## src/rtl/ps2_keyboard_tx.sv

```systemverilog
//==============================================================================
// Module   : ps2_keyboard_tx
// Brief    : PS/2 device-side transmitter; serializes [E0][F0]code key events
//            as 11-bit odd-parity frames and backs off on host inhibit.
// Revision : 1.0 - initial release
//==============================================================================
`default_nettype none

module ps2_keyboard_tx #(
    parameter int CLK_HALF = 2500,
    parameter int BYTE_GAP = 2500
) (
    input  logic       CLOCK_50,
    input  logic       resetn,
    input  logic       key_valid,
    input  logic [7:0] key_code,
    input  logic       key_ext,
    input  logic       key_break,
    output logic       key_ready,
    output logic       ps2_clk_o,
    output logic       ps2_dat_o,
    input  logic       ps2_clk_i,
    output logic       busy,
    output logic       byte_done,
    output logic [7:0] abort_cnt
);

    localparam int c_CNT_MAX = (CLK_HALF > BYTE_GAP) ? CLK_HALF : BYTE_GAP;
    localparam int c_CNT_W   = $clog2(c_CNT_MAX + 1);

    localparam logic [c_CNT_W-1:0] c_CNT_ZERO  = '0;
    localparam logic [c_CNT_W-1:0] c_CNT_ONE   = c_CNT_W'(1);
    localparam logic [c_CNT_W-1:0] c_HALF_LAST = c_CNT_W'(CLK_HALF - 1);
    localparam logic [c_CNT_W-1:0] c_GAP_LAST  = c_CNT_W'(BYTE_GAP - 1);
    localparam logic [c_CNT_W-1:0] c_INH_FIRST = c_CNT_W'(2);
    localparam logic [3:0]         c_STOP_IDX  = 4'd10;

    typedef enum logic [2:0] {
        S_IDLE    = 3'd0,
        S_LOAD    = 3'd1,
        S_BIT_HI  = 3'd2,
        S_BIT_LO  = 3'd3,
        S_GAP     = 3'd4,
        S_INHIBIT = 3'd5
    } state_t;

    state_t               r_state;
    logic                 r_clk_meta;
    logic                 r_clk_s;
    logic [23:0]          r_seq;
    logic [1:0]           r_left;
    logic [10:0]          r_frame;
    logic [3:0]           r_idx;
    logic [c_CNT_W-1:0]   r_cnt;
    logic                 r_ready;
    logic                 r_busy;
    logic                 r_clk_o;
    logic                 r_dat_o;
    logic                 r_byte_done;
    logic [7:0]           r_abort_cnt;

    logic [23:0]          w_seq;
    logic [1:0]           w_left;
    logic [7:0]           w_byte;
    logic [3:0]           w_next_idx;

    assign w_byte     = r_seq[7:0];
    assign w_next_idx = r_idx + 4'd1;

    // Byte list packed with the first byte to send in the low octet.
    always_comb begin
        w_seq  = {16'h0000, key_code};
        w_left = 2'd0;
        case ({key_ext, key_break})
            2'b11:   begin w_seq = {key_code, 8'hF0, 8'hE0};   w_left = 2'd2; end
            2'b10:   begin w_seq = {8'h00, key_code, 8'hE0};   w_left = 2'd1; end
            2'b01:   begin w_seq = {8'h00, key_code, 8'hF0};   w_left = 2'd1; end
            default: begin w_seq = {16'h0000, key_code};       w_left = 2'd0; end
        endcase
    end

    always_ff @(posedge CLOCK_50 or negedge resetn) begin
        if (!resetn) begin
            r_clk_meta <= 1'b1;
            r_clk_s    <= 1'b1;
        end else begin
            r_clk_meta <= ps2_clk_i;
            r_clk_s    <= r_clk_meta;
        end
    end

    always_ff @(posedge CLOCK_50 or negedge resetn) begin
        if (!resetn) begin
            r_state     <= S_IDLE;
            r_seq       <= '0;
            r_left      <= 2'd0;
            r_frame     <= '1;
            r_idx       <= 4'd0;
            r_cnt       <= c_CNT_ZERO;
            r_ready     <= 1'b1;
            r_busy      <= 1'b0;
            r_clk_o     <= 1'b1;
            r_dat_o     <= 1'b1;
            r_byte_done <= 1'b0;
            r_abort_cnt <= 8'd0;
        end else begin
            r_byte_done <= 1'b0;
            case (r_state)
                S_IDLE: begin
                    if (key_valid) begin
                        r_seq   <= w_seq;
                        r_left  <= w_left;
                        r_ready <= 1'b0;
                        r_busy  <= 1'b1;
                        r_cnt   <= c_CNT_ZERO;
                        r_state <= r_clk_s ? S_LOAD : S_INHIBIT;
                    end
                end
                S_LOAD: begin
                    r_frame <= {1'b1, ~^w_byte, w_byte, 1'b0};
                    r_idx   <= 4'd0;
                    r_cnt   <= c_CNT_ZERO;
                    r_clk_o <= 1'b1;
                    r_dat_o <= 1'b0;
                    r_state <= S_BIT_HI;
                end
                S_BIT_HI: begin
                    // The first two cycles are skipped to let our own released
                    // clock propagate through the synchronizer.
                    if (r_cnt >= c_INH_FIRST && !r_clk_s && r_idx < c_STOP_IDX) begin
                        r_clk_o <= 1'b1;
                        r_dat_o <= 1'b1;
                        r_cnt   <= c_CNT_ZERO;
                        if (r_abort_cnt != 8'hFF) begin
                            r_abort_cnt <= r_abort_cnt + 8'd1;
                        end
                        r_state <= S_INHIBIT;
                    end else if (r_cnt == c_HALF_LAST) begin
                        r_cnt   <= c_CNT_ZERO;
                        r_clk_o <= 1'b0;
                        r_state <= S_BIT_LO;
                    end else begin
                        r_cnt <= r_cnt + c_CNT_ONE;
                    end
                end
                S_BIT_LO: begin
                    if (r_cnt == c_HALF_LAST) begin
                        r_cnt   <= c_CNT_ZERO;
                        r_clk_o <= 1'b1;
                        if (r_idx == c_STOP_IDX) begin
                            r_dat_o     <= 1'b1;
                            r_byte_done <= 1'b1;
                            r_state     <= S_GAP;
                        end else begin
                            r_idx   <= w_next_idx;
                            r_dat_o <= r_frame[w_next_idx];
                            r_state <= S_BIT_HI;
                        end
                    end else begin
                        r_cnt <= r_cnt + c_CNT_ONE;
                    end
                end
                S_GAP: begin
                    if (!r_clk_s) begin
                        r_cnt <= c_CNT_ZERO;
                    end else if (r_cnt == c_GAP_LAST) begin
                        r_cnt <= c_CNT_ZERO;
                        if (r_left != 2'd0) begin
                            r_seq   <= {8'h00, r_seq[23:8]};
                            r_left  <= r_left - 2'd1;
                            r_state <= S_LOAD;
                        end else begin
                            r_ready <= 1'b1;
                            r_busy  <= 1'b0;
                            r_state <= S_IDLE;
                        end
                    end else begin
                        r_cnt <= r_cnt + c_CNT_ONE;
                    end
                end
                S_INHIBIT: begin
                    // Retransmit the current byte only after a full quiet hold.
                    if (!r_clk_s) begin
                        r_cnt <= c_CNT_ZERO;
                    end else if (r_cnt == c_GAP_LAST) begin
                        r_cnt   <= c_CNT_ZERO;
                        r_state <= S_LOAD;
                    end else begin
                        r_cnt <= r_cnt + c_CNT_ONE;
                    end
                end
                default: begin
                    r_clk_o <= 1'b1;
                    r_dat_o <= 1'b1;
                    r_state <= S_IDLE;
                end
            endcase
        end
    end

    assign key_ready = r_ready;
    assign busy      = r_busy;
    assign ps2_clk_o = r_clk_o;
    assign ps2_dat_o = r_dat_o;
    assign byte_done = r_byte_done;
    assign abort_cnt = r_abort_cnt;

endmodule

`default_nettype wire

```

## config.mk

```make
export PLATFORM = sky130hd
export DESIGN_NAME = ps2_keyboard_tx
export DESIGN_NICKNAME = d
export VERILOG_FILES = /design/src/rtl/ps2_keyboard_tx.sv
export SDC_FILE = /design/constraint.sdc
export NUM_CORES = 1
export LEC_CHECK = 0
export BUFFER_PORTS_ARGS = -buffer_cell sky130_fd_sc_hd__buf_4
export CAP_MARGIN = 10
export CORE_MARGIN = 2
export CORE_UTILIZATION = 40
export DETAILED_ROUTE_END_ITERATION = 8
export GPL_TIMING_DRIVEN = 0
export HOLD_SLACK_MARGIN = 0.03
export PLACE_DENSITY = 0.61
export SLEW_MARGIN = 20
export SYNTH_ARGS = -nofsm -noshare
export SYNTH_HDL_FRONTEND = slang
export SYNTH_SLANG_ARGS = --single-unit
```

## constraint.sdc

```tcl
create_clock -name CLOCK_50 -period 2.1 [get_ports CLOCK_50]
set_input_delay 0.21 -clock CLOCK_50 [delete_from_list [all_inputs] [get_ports CLOCK_50]]
set_output_delay 0.21 -clock CLOCK_50 [all_outputs]
set_load 0.01 [all_outputs]
```

# Word-level counts from Yosys, hierarchy flattened
# Cells that the tools add are included.
[word_totals] ff_bits=70 out_inout_bits=13 wordCells=119
[op_classes] addsub=4 magnitude_cmp=3 eq_ne=22 mux=55 bitwise_logic=1 n_reduce_logical=20
[op_table] operator="two-way mux 24 bit" count=4
[op_table] operator="one-hot mux 24 bit (3 select lines)" count=1
[op_table] operator="one-hot mux 12 bit (5 select lines)" count=1
[op_table] operator="two-way mux 12 bit" count=4
[op_table] operator="one-hot mux 24 bit (2 select lines)" count=1
[op_table] operator="two-way mux 3 bit" count=10
[op_table] operator="inequality test 2 bit, second input constant" count=10
[op_table] operator="two-way mux 1 bit" count=19
[op_table] operator="one-hot mux 3 bit (6 select lines)" count=1
[op_table] operator="adder 12 x 1 -> 12 bit, second input constant" count=1
[op_table] operator="== test 12 bit, second input constant" count=1
[op_table] operator=">= comparator 12 x 2 -> 1 bit, second input constant" count=1
[op_table] operator="AND reduction 3 bit" count=4
[op_table] operator="AND reduction 5 bit" count=2
[op_table] operator="adder 8 x 1 -> 8 bit, second input constant" count=1
[op_table] operator="two-way mux 2 bit" count=4
[op_table] operator="two-way mux 4 bit" count=2
[op_table] operator="inequality test 8 bit, second input constant" count=1
[op_table] operator="one-hot mux 2 bit (2 select lines)" count=2
[op_table] operator="one-hot mux 4 bit (2 select lines)" count=1
[op_table] operator="XNOR reduction 8 bit" count=1
[op_table] operator="AND reduction 7 bit" count=1
[op_table] operator="== test 3 x 2 -> 1 bit, second input constant" count=2
[op_table] operator="== test 3 bit, second input constant" count=2
[op_table] operator="22 further kinds" count=28

# Logic depth before layout (Yosys ltp)
# Gate-level depths: netlist (run 1).
[logic_depth] ltp_word=6 mapped_depth=9

# Worst setup path after synthesis (run 1)
# OpenSTA, ideal clock, no wires.
[synth_timing] path_type="register to register" startpoint="register r_idx[0]" endpoint="register r_dat_o, in the netlist ps2_dat_o" arrival_time_ps=1946 path_slack_ps=71 path_stages_with_launch=8 path_buffers=1 cell_sequence="dfrtp_1 -> clkbuf_1 -> inv_1 -> ha_1 -> mux4_2 -> nand4_1 -> nand4b_1 -> o32a_1"
[synth_between] elab_chain_cells=6
[synth_lines] item="from (decl)" line_no="53" text="logic [3:0] r_idx;"
[synth_lines] item="from (signal assigned)" line_no="155" text="r_idx <= w_next_idx;"
[synth_lines] item="adder 4 x 1 -> 4 bit" line_no="68" text="assign w_next_idx = r_idx + 4'd1;"
[synth_lines] item="binary-select mux 1 bit (select 4 bit)" line_no="156" text="r_dat_o <= r_frame[w_next_idx];"
[synth_lines] item="two-way mux 1 bit (not written as such)" line_no="156"
[synth_lines] item="two-way mux 1 bit" line_no="150" text="if (r_idx == c_STOP_IDX) begin"
[synth_lines] item="two-way mux 1 bit" line_no="147" text="if (r_cnt == c_HALF_LAST) begin"
[synth_lines] item="one-hot mux 1 bit (4 select lines)" line_no="108" text="case (r_state)"
[synth_lines] item="to (signal assigned)" line_no="156"
[synth_lines] item="to (decl)" line_no="58" text="logic r_dat_o;"
# Several ways; a longest one is shown, not always the timed one. The select of a mux whose other input is x is not followed.
# A chain may end at the register's enable or synchronous reset.

# Final worst setup path (run 1)
[layout_timing] startpoint="register r_state[1]" endpoint="register r_abort_cnt[1], in the netlist abort_cnt[1]"
[layout_between] elab_chain_cells=2
[layout_lines] item="from (decl)" line_no="47" text="state_t r_state;"
[layout_lines] item="from (signal assigned)" line_no="116" text="r_state <= r_clk_s ? S_LOAD : S_INHIBIT;"
[layout_lines] item="== test 3 x 2 -> 1 bit" line_no="108"
[layout_lines] item="AND reduction 3 bit (no line)"
[layout_lines] item="to (signal assigned)" line_no="135" text="r_abort_cnt <= r_abort_cnt + 8'd1;"
[layout_lines] item="to (decl)" line_no="60" text="logic [7:0] r_abort_cnt;"
# Every way passes these cells.

==> results of run 1 <==
[metrics by stage]
step	worst slack, ns	setup TNS, ns	std cells
after floorplan	0.0705	0	406
after global placement	-0.216	-2.50	565
after detailed placement	-0.221	-3.49	565
after CTS	-0.0377	-0.0377	584
after global routing	-0.00969	-0.00969	591
final	0.117	0	591
[worst max-delay path by stage]
stage               startpoint           end  slack (ns)  cells past startpoint
floorplan             r_idx[0]     ps2_dat_o        0.07                      7
global placement      r_idx[0]     ps2_dat_o       -0.22                      7
detailed placement    r_idx[0]     ps2_dat_o       -0.22                      8
CTS                   r_idx[0]     ps2_dat_o       -0.04                      8
global route        r_state[2]      r_cnt[5]       -0.01                      5
finish              r_state[1]  abort_cnt[1]        0.12                      5
[power breakdown]
group	switching [mW]	leakage, nW	internal [mW]
Clock	0.552	0.124	0.795
Sequential	0.249	0.878	1.80
Combinational	1.17	1.07	0.843
Total	1.97	2.07	3.43
[flip-flops by register name, indices dropped and copies added, names as in the netlist, 2 cells and up]
signal     flops
abort_cnt      8
r_cnt         12
r_frame       10
r_idx          4
r_left         2
r_seq         24
r_state        3
[kinds of logic after synthesis]
| logic type | after synthesis |
|---|---|
| flip-flops | 70 |
| adder cells (fa/ha/maj) | 11 |
| buffers and inverters | 41 |
| AO/OA/AOI/OAI | 112 |
| AND/OR/NAND/NOR | 144 |
| XOR/XNOR | 15 |
| multiplexers | 13 |
[metal layers]
| layer | vias up | GRT usage (%) | wire (um) |
|---|---|---|---|
| met5 | - | 0 | 0 |
| met4 | 0 | 5.26 | 114 |
| met3 | 9 | 4.23 | 374 |
| met2 | 60 | 25.8 | 4000 |
| met1 | 1594 | 25.4 | 4430 |
| li1 | 1582 | - | - |
[what timing repair did]
action	4_1_cts	5_1_grt
hold buffers	2	0
setup endpoints to repair	37	46
gates resized for setup	13	28
pin swaps	1	6
cloned	0	0
hold endpoints to repair	56	0
buffers inserted	1	11
[cell usage in the layout (no fill, tap or decap), types with 5 or more instances in the layout]
| cell type | n |
|---|---|
| dfstp_2 | 15 |
| ha_1 | 9 |
| a21o_1 | 6 |
| buf_4 | 40 |
| clkbuf_8 | 9 |
| nor2_1 | 21 |
| nand3_1 | 6 |
| a221o_1 | 9 |
| and3_1 | 9 |
| dfrtp_1 | 51 |
| o21ai_1 | 24 |
| mux2_1 | 8 |
| and2_1 | 8 |
| nand2_1 | 42 |
| clkbuf_2 | 5 |
| nor2b_1 | 7 |
| o21ai_0 | 11 |
| nand4_1 | 15 |
| a21oi_1 | 26 |
| inv_1 | 15 |
| xnor2_1 | 14 |
[final cells by class]
type,instances,area (um2)
Buffer,21,126
Clock buffer,9,124
Clock inverter,7,121
Fill cell,924,4910
Inverter,16,60.1
Multi-Input combinational cell,295,2090
Sequential cell,70,1780
Tap cell,133,166
Timing Repair Buffer,40,309
[critical path, cell delays in order (launching register included)]
cell	delay [ns]
dfrtp_1	0.38
buf_4	0.19
or3b_1	0.42
a41o_1	0.26
nor3_4	0.27
mux2_1	0.36
==> out/qor.csv, run 1 <==
stage;metric;value;unit
global_route;first_global_vias;2993;
worst_setup_path;crit_type;reg -> reg;
sta;fin_crit;1.98;ns
sta;max_slew_margin;39.7;%
power_and_ir_drop;p_leak;2.07;nW
yosys;ys_ff_latch;70;
cells_and_area;postLayoutCoreUtil;49.3;%
clock_network;clkTransAtPathRegs;0.08;ns
yosys;synthCells;406;
floorplanning;die_w;103;um
clock_network;cts_tree;done;
run_status;status;finished clean;
sta;setup_violations;0;
power_and_ir_drop;p_total;5.40;mW
clock_network;clock_sinks;70;
yosys;synth_edf_count;0;
yosys;synth.area.top_cells;dfrtp_1 (35%), dfstp_2 (10%), nand2_1 (4.0%);
worst_setup_path;r2r_slack;0.12;ns
min_path;hp-class;in -> reg;
yosys;syn_nets;431;
yosys;yosys_warnings;0;
sta;hold_slack;0.0979;ns
cells_and_area;syn_to_final_growth;20.8;%
placed_design;place_area;4310;um2
sta;finalHoldViolCount;0;
cells_and_area;nets;478;
clock_network;cts_root_buf;clkbuf_8;
route;wl_per_cell;15.1;um
yosys;synth_common_cells;dfrtp_1 (55), nand2_1 (42), a21oi_1 (26);
cells_and_area;antenna_cells;0;
route;drt_iter0_drc;175;
yosys;synth-async-reset-ratio;100;%
clock_network;insertion_delay;0.36;ns
yosys;ys.flop_type;dfrtp_1;
sta;fmax;504;MHz
worst_setup_path;arrival;2.23;ns
flow_run;drv_cap;0;
yosys;synth_top_cell_by_area;dfrtp_1;
yosys;syn_avg_cell_area;9.73;um2
yosys;synth_top_family_by_area;simple AND/OR/NAND/NOR gates;
yosys;synthAdderAreaFrac;3.48;%
floorplanning;core-area;9680;um2
floorplanning;rows;36;
yosys;ys_seq_area_share;44.8;%
power_and_ir_drop;power_density;1130;nW/um2
global_route;grt_max_degree;71;
floorplanning;dieArea;10700;um2
yosys;synth_xor_area_share;3.32;%
min_path;min_to;r_seq[16];
global_route;grt_use_total;17.5;%
worst_setup_path;critPathMaxFanout;10;
yosys;synth_simple_gate_area_share;20.2;%
yosys;muxShareOfSynthArea;4.24;%
floorplanning;start_util;40.8;%
placed_design;io_buffer_count;26;
yosys;synth_cell_types;66;
sta;drv_slew;0;
floorplanning;pin_count;27;
sta;finalCritPeriodShare;94.4;%
yosys;synth_top_area_share;34.8;%
route;vias_per_cell;5.49;
floorplanning;fp.dieH;103;um
route;drt_drc_violations_left;0;
route;drt_pass1_iterations;4;
worst_setup_path;required;2.35;ns
global_route;grt_first_pass_wirelength;14600;um
cells_and_area;fin_area;4770;um2
min_path;min_from;key_code[0];
route;wl;8930;um
worst_setup_path;r2r-start;r_state[1];
cells_and_area;drive_above_1_share;25.3;%
clock_network;h-tree-depth;3;
clock_network;numCtsBuffers;9;
worst_setup_path;reg2reg_to;abort_cnt[1];
worst_setup_path;cp-start-kind;flop;
yosys;synth_most_common_cell;dfrtp_1;
global_route;antenna_found_initial;0;
sta;worst_pin_slew;0.905;ns
yosys;syn-cell-area;3950;um2
min_path;hold_depth;3;
route;antenna_left;0;
placed_design;place.gp.congestion;0.891;
route;vias;3245;
power_and_ir_drop;peakVddDrop;0.518;mV
clock_network;clockBufferDepth;2;
placed_design;post-dp-hpwl;6030;um
worst_setup_path;rr_worst_depth;5;
worst_setup_path;critPathCaptureType;flop;
global_route;gr-total-overflow;0;
yosys;synth_compound_area_share;19.4;%
sta;skew;0.00904;ns
Note: power is estimated with default switching activity, not from simulation.
==> inputs of run 2 (changes only) <==
Settings changed: PLACE_DENSITY 0.61 to 0.56.
==> out/qor.csv, run 2 (same netlist as run 1, synthesis figures left out) <==
stage;metric;value;unit
run_status;status;finished clean;
clock_network;clockBufferDepth;2;
flow_run;drv_cap;0;
worst_setup_path;slowest_stage;a2111oi_1;
worst_setup_path;critPathMaxFanout;10;
worst_setup_path;rr_worst_depth;8;
worst_setup_path;critPathTopFamily;compound AO/OA/AOI/OAI gates;
power_and_ir_drop;peakVddDrop;0.442;mV
placed_design;io_buffer_count;26;
clock_network;cts_tree;done;
route;antenna_left;0;
worst_setup_path;cp-start-kind;flop;
route;wl;9000;um
placed_design;pre_cts_slack;-0.186;ns
global_route;antenna_found_initial;0;
sta;fmax;483;MHz
sta;finalCritPeriodShare;98.6;%
placed_design;dp.cells;565;
route;drt_drc_violations_left;0;
placed_design;post-dp-hpwl;6040;um
power_and_ir_drop;power_density;1070;nW/um2
route;wl_met2;3910;um
worst_setup_path;cp.buffers_inverters;2;
worst_setup_path;crit_type;reg -> reg;
route;drt_pass1_iterations;4;
route;highest_layer;met4;
sta;max_slew_margin;40.1;%
cells_and_area;nets;487;
floorplanning;dieArea;10700;um2
cells_and_area;most-common-layout-cells;dfrtp_1 (52), buf_4 (49), nand2_1 (42);
route;wl_per_cell;15.0;um
sta;grt_setup_unrepaired;true;
sta;worst_pin_slew;0.899;ns
cells_and_area;drive_above_1_share;25.9;%
floorplanning;pin_count;27;
global_route;grt_max_degree;71;
floorplanning;die_w;103;um
clock_network;insertion_delay;0.36;ns
floorplanning;core-area;9680;um2
sta;skew;0.0187;ns
cells_and_area;postLayoutCoreUtil;49.2;%
worst_setup_path;required;2.39;ns
route;drt_iter0_drc;216;
global_route;grt_first_pass_wirelength;14900;um
floorplanning;start_util;40.8;%
power_and_ir_drop;p_leak;2.07;nW
worst_setup_path;arrival;2.36;ns
global_route;gr-total-overflow;0;
cells_and_area;stdcell_count;600;
global_route;first_global_vias;2979;
worst_setup_path;cpPeakStageDelay;0.45;ns
worst_setup_path;critPathCaptureType;flop;
clock_network;h-tree-depth;3;
cells_and_area;layout_commonest_cell;dfrtp_1;
floorplanning;fp.dieH;103;um
placed_design;place_area;4310;um2
min_path;min_from;key_code[0];
worst_setup_path;path_cells;buf_4 > ha_1 > nor2_2 > nand4_2 > a21o_1 > buf_6 > a2111oi_1 > a221o_1;
floorplanning;rows;36;
route;met3_length;279;um
cells_and_area;syn_to_final_growth;20.5;%
route;wl_met1;4630;um
cells_and_area;fin_area;4760;um2
sta;fin_crit;2.07;ns
worst_setup_path;reg2reg_to;r_cnt[5];
min_path;hold_depth;3;
cells_and_area;top_register;r_seq;
cells_and_area;antenna_cells;0;
cells_and_area;nFillCells;901;
sta;drv_slew;0;
worst_setup_path;r2r_slack;0.03;ns
route;vias;3247;
cells_and_area;largest_reg_flops;24;
placed_design;place.gp.congestion;0.859;
clock_network;cts_root_buf;clkbuf_8;
min_path;hp-class;in -> reg;
global_route;grt_use_total;17.8;%
worst_setup_path;r2r-start;r_cnt[1];
cells_and_area;largestRegisters;r_seq: 24 flops, r_cnt: 12 flops, r_frame: 10 flops;
sta;setup_violations;0;
clock_network;clkTransAtPathRegs;0.09;ns
sta;fin_tns_setup;0;ns
min_path;min_to;r_seq[16];
clock_network;clock_sinks;70;
route;vias_per_cell;5.41;
sta;worst_slack;0.0291;ns
clock_network;numCtsBuffers;9;
sta;finalHoldViolCount;0;
-- run 2: changes by cell type in the layout (fill, tap and decap cells not counted), sizes merged --
cell      before  now
buf           49   59
bufinv         3    0
clkinv         4    3
inv           16   15
clkbuf        19   20
clkinvlp       0    3
-- run 2: worst register-to-register path: cells and delay by family (launching register included) --
kind                     cells  cell delay, ns
buffers and inverters        2            0.30
adder cells (fa/ha/maj)      1            0.18
AO/OA/AOI/OAI                3            0.83
flip-flops                   1            0.40
AND/OR/NAND/NOR              2            0.30
-- run 2: metal layers --
metal / track usage, % / up-vias
li1: - / 1593
met1: 27.1 / 1577
met2: 25.0 / 61
met3: 2.62 / 16
met4: 7.89 / 0
met5: 0 / -
-- run 2: area by class of cell --
class / instances / area, um2 / area share [%]
multi-input combinational: 295 / 2070 / 43.6
sequential: 70 / 1770 / 37.3
timing repair buffer: 48 / 365 / 7.67
tap: 133 / 166 / 3.50
buffer: 22 / 143 / 3.00
clock buffer: 11 / 141 / 2.97
inverter: 16 / 60.1 / 1.26
clock inverter: 5 / 36.3 / 0.762
-- run 2: worst max-delay path by stage --
stage	start	endpoint	slack, ns	cells past startpoint
finish	r_cnt[1]	r_cnt[5]	0.03	8
global route	r_state[2]	r_cnt[5]	-0.10	7
CTS	r_cnt[4]	r_seq[14]	0.006	8
detailed placement	r_idx[0]	ps2_dat_o	-0.19	7
global placement	r_idx[0]	ps2_dat_o	-0.18	7
floorplan	r_idx[0]	ps2_dat_o	0.07	7
-- run 2: timing repair --
item / in CTS / in global routing
resized for setup: 19 / 24
endpoints found under the hold margin: 18 / 0
hold buffers: 2 / 0
pin swaps: 3 / 6
setup buffers: 3 / 17
cloned: 0 / 0
setup endpoints to repair: 35 / 42
-- run 2: stage by stage --
step                total power [mW]  hold slack (ns)
detailed placement              3.95            0.322
global placement                3.91            0.318
CTS                             5.04           0.0845
global route                    5.51           0.0974
floorplan                       3.43          -0.0856
finish                          5.12           0.0989
-- run 2: where the power goes --
part	switching (mW)	internal [mW]
logic	1.18	0.890
registers	0.245	1.80
clock network	0.548	0.461
total	1.97	3.15
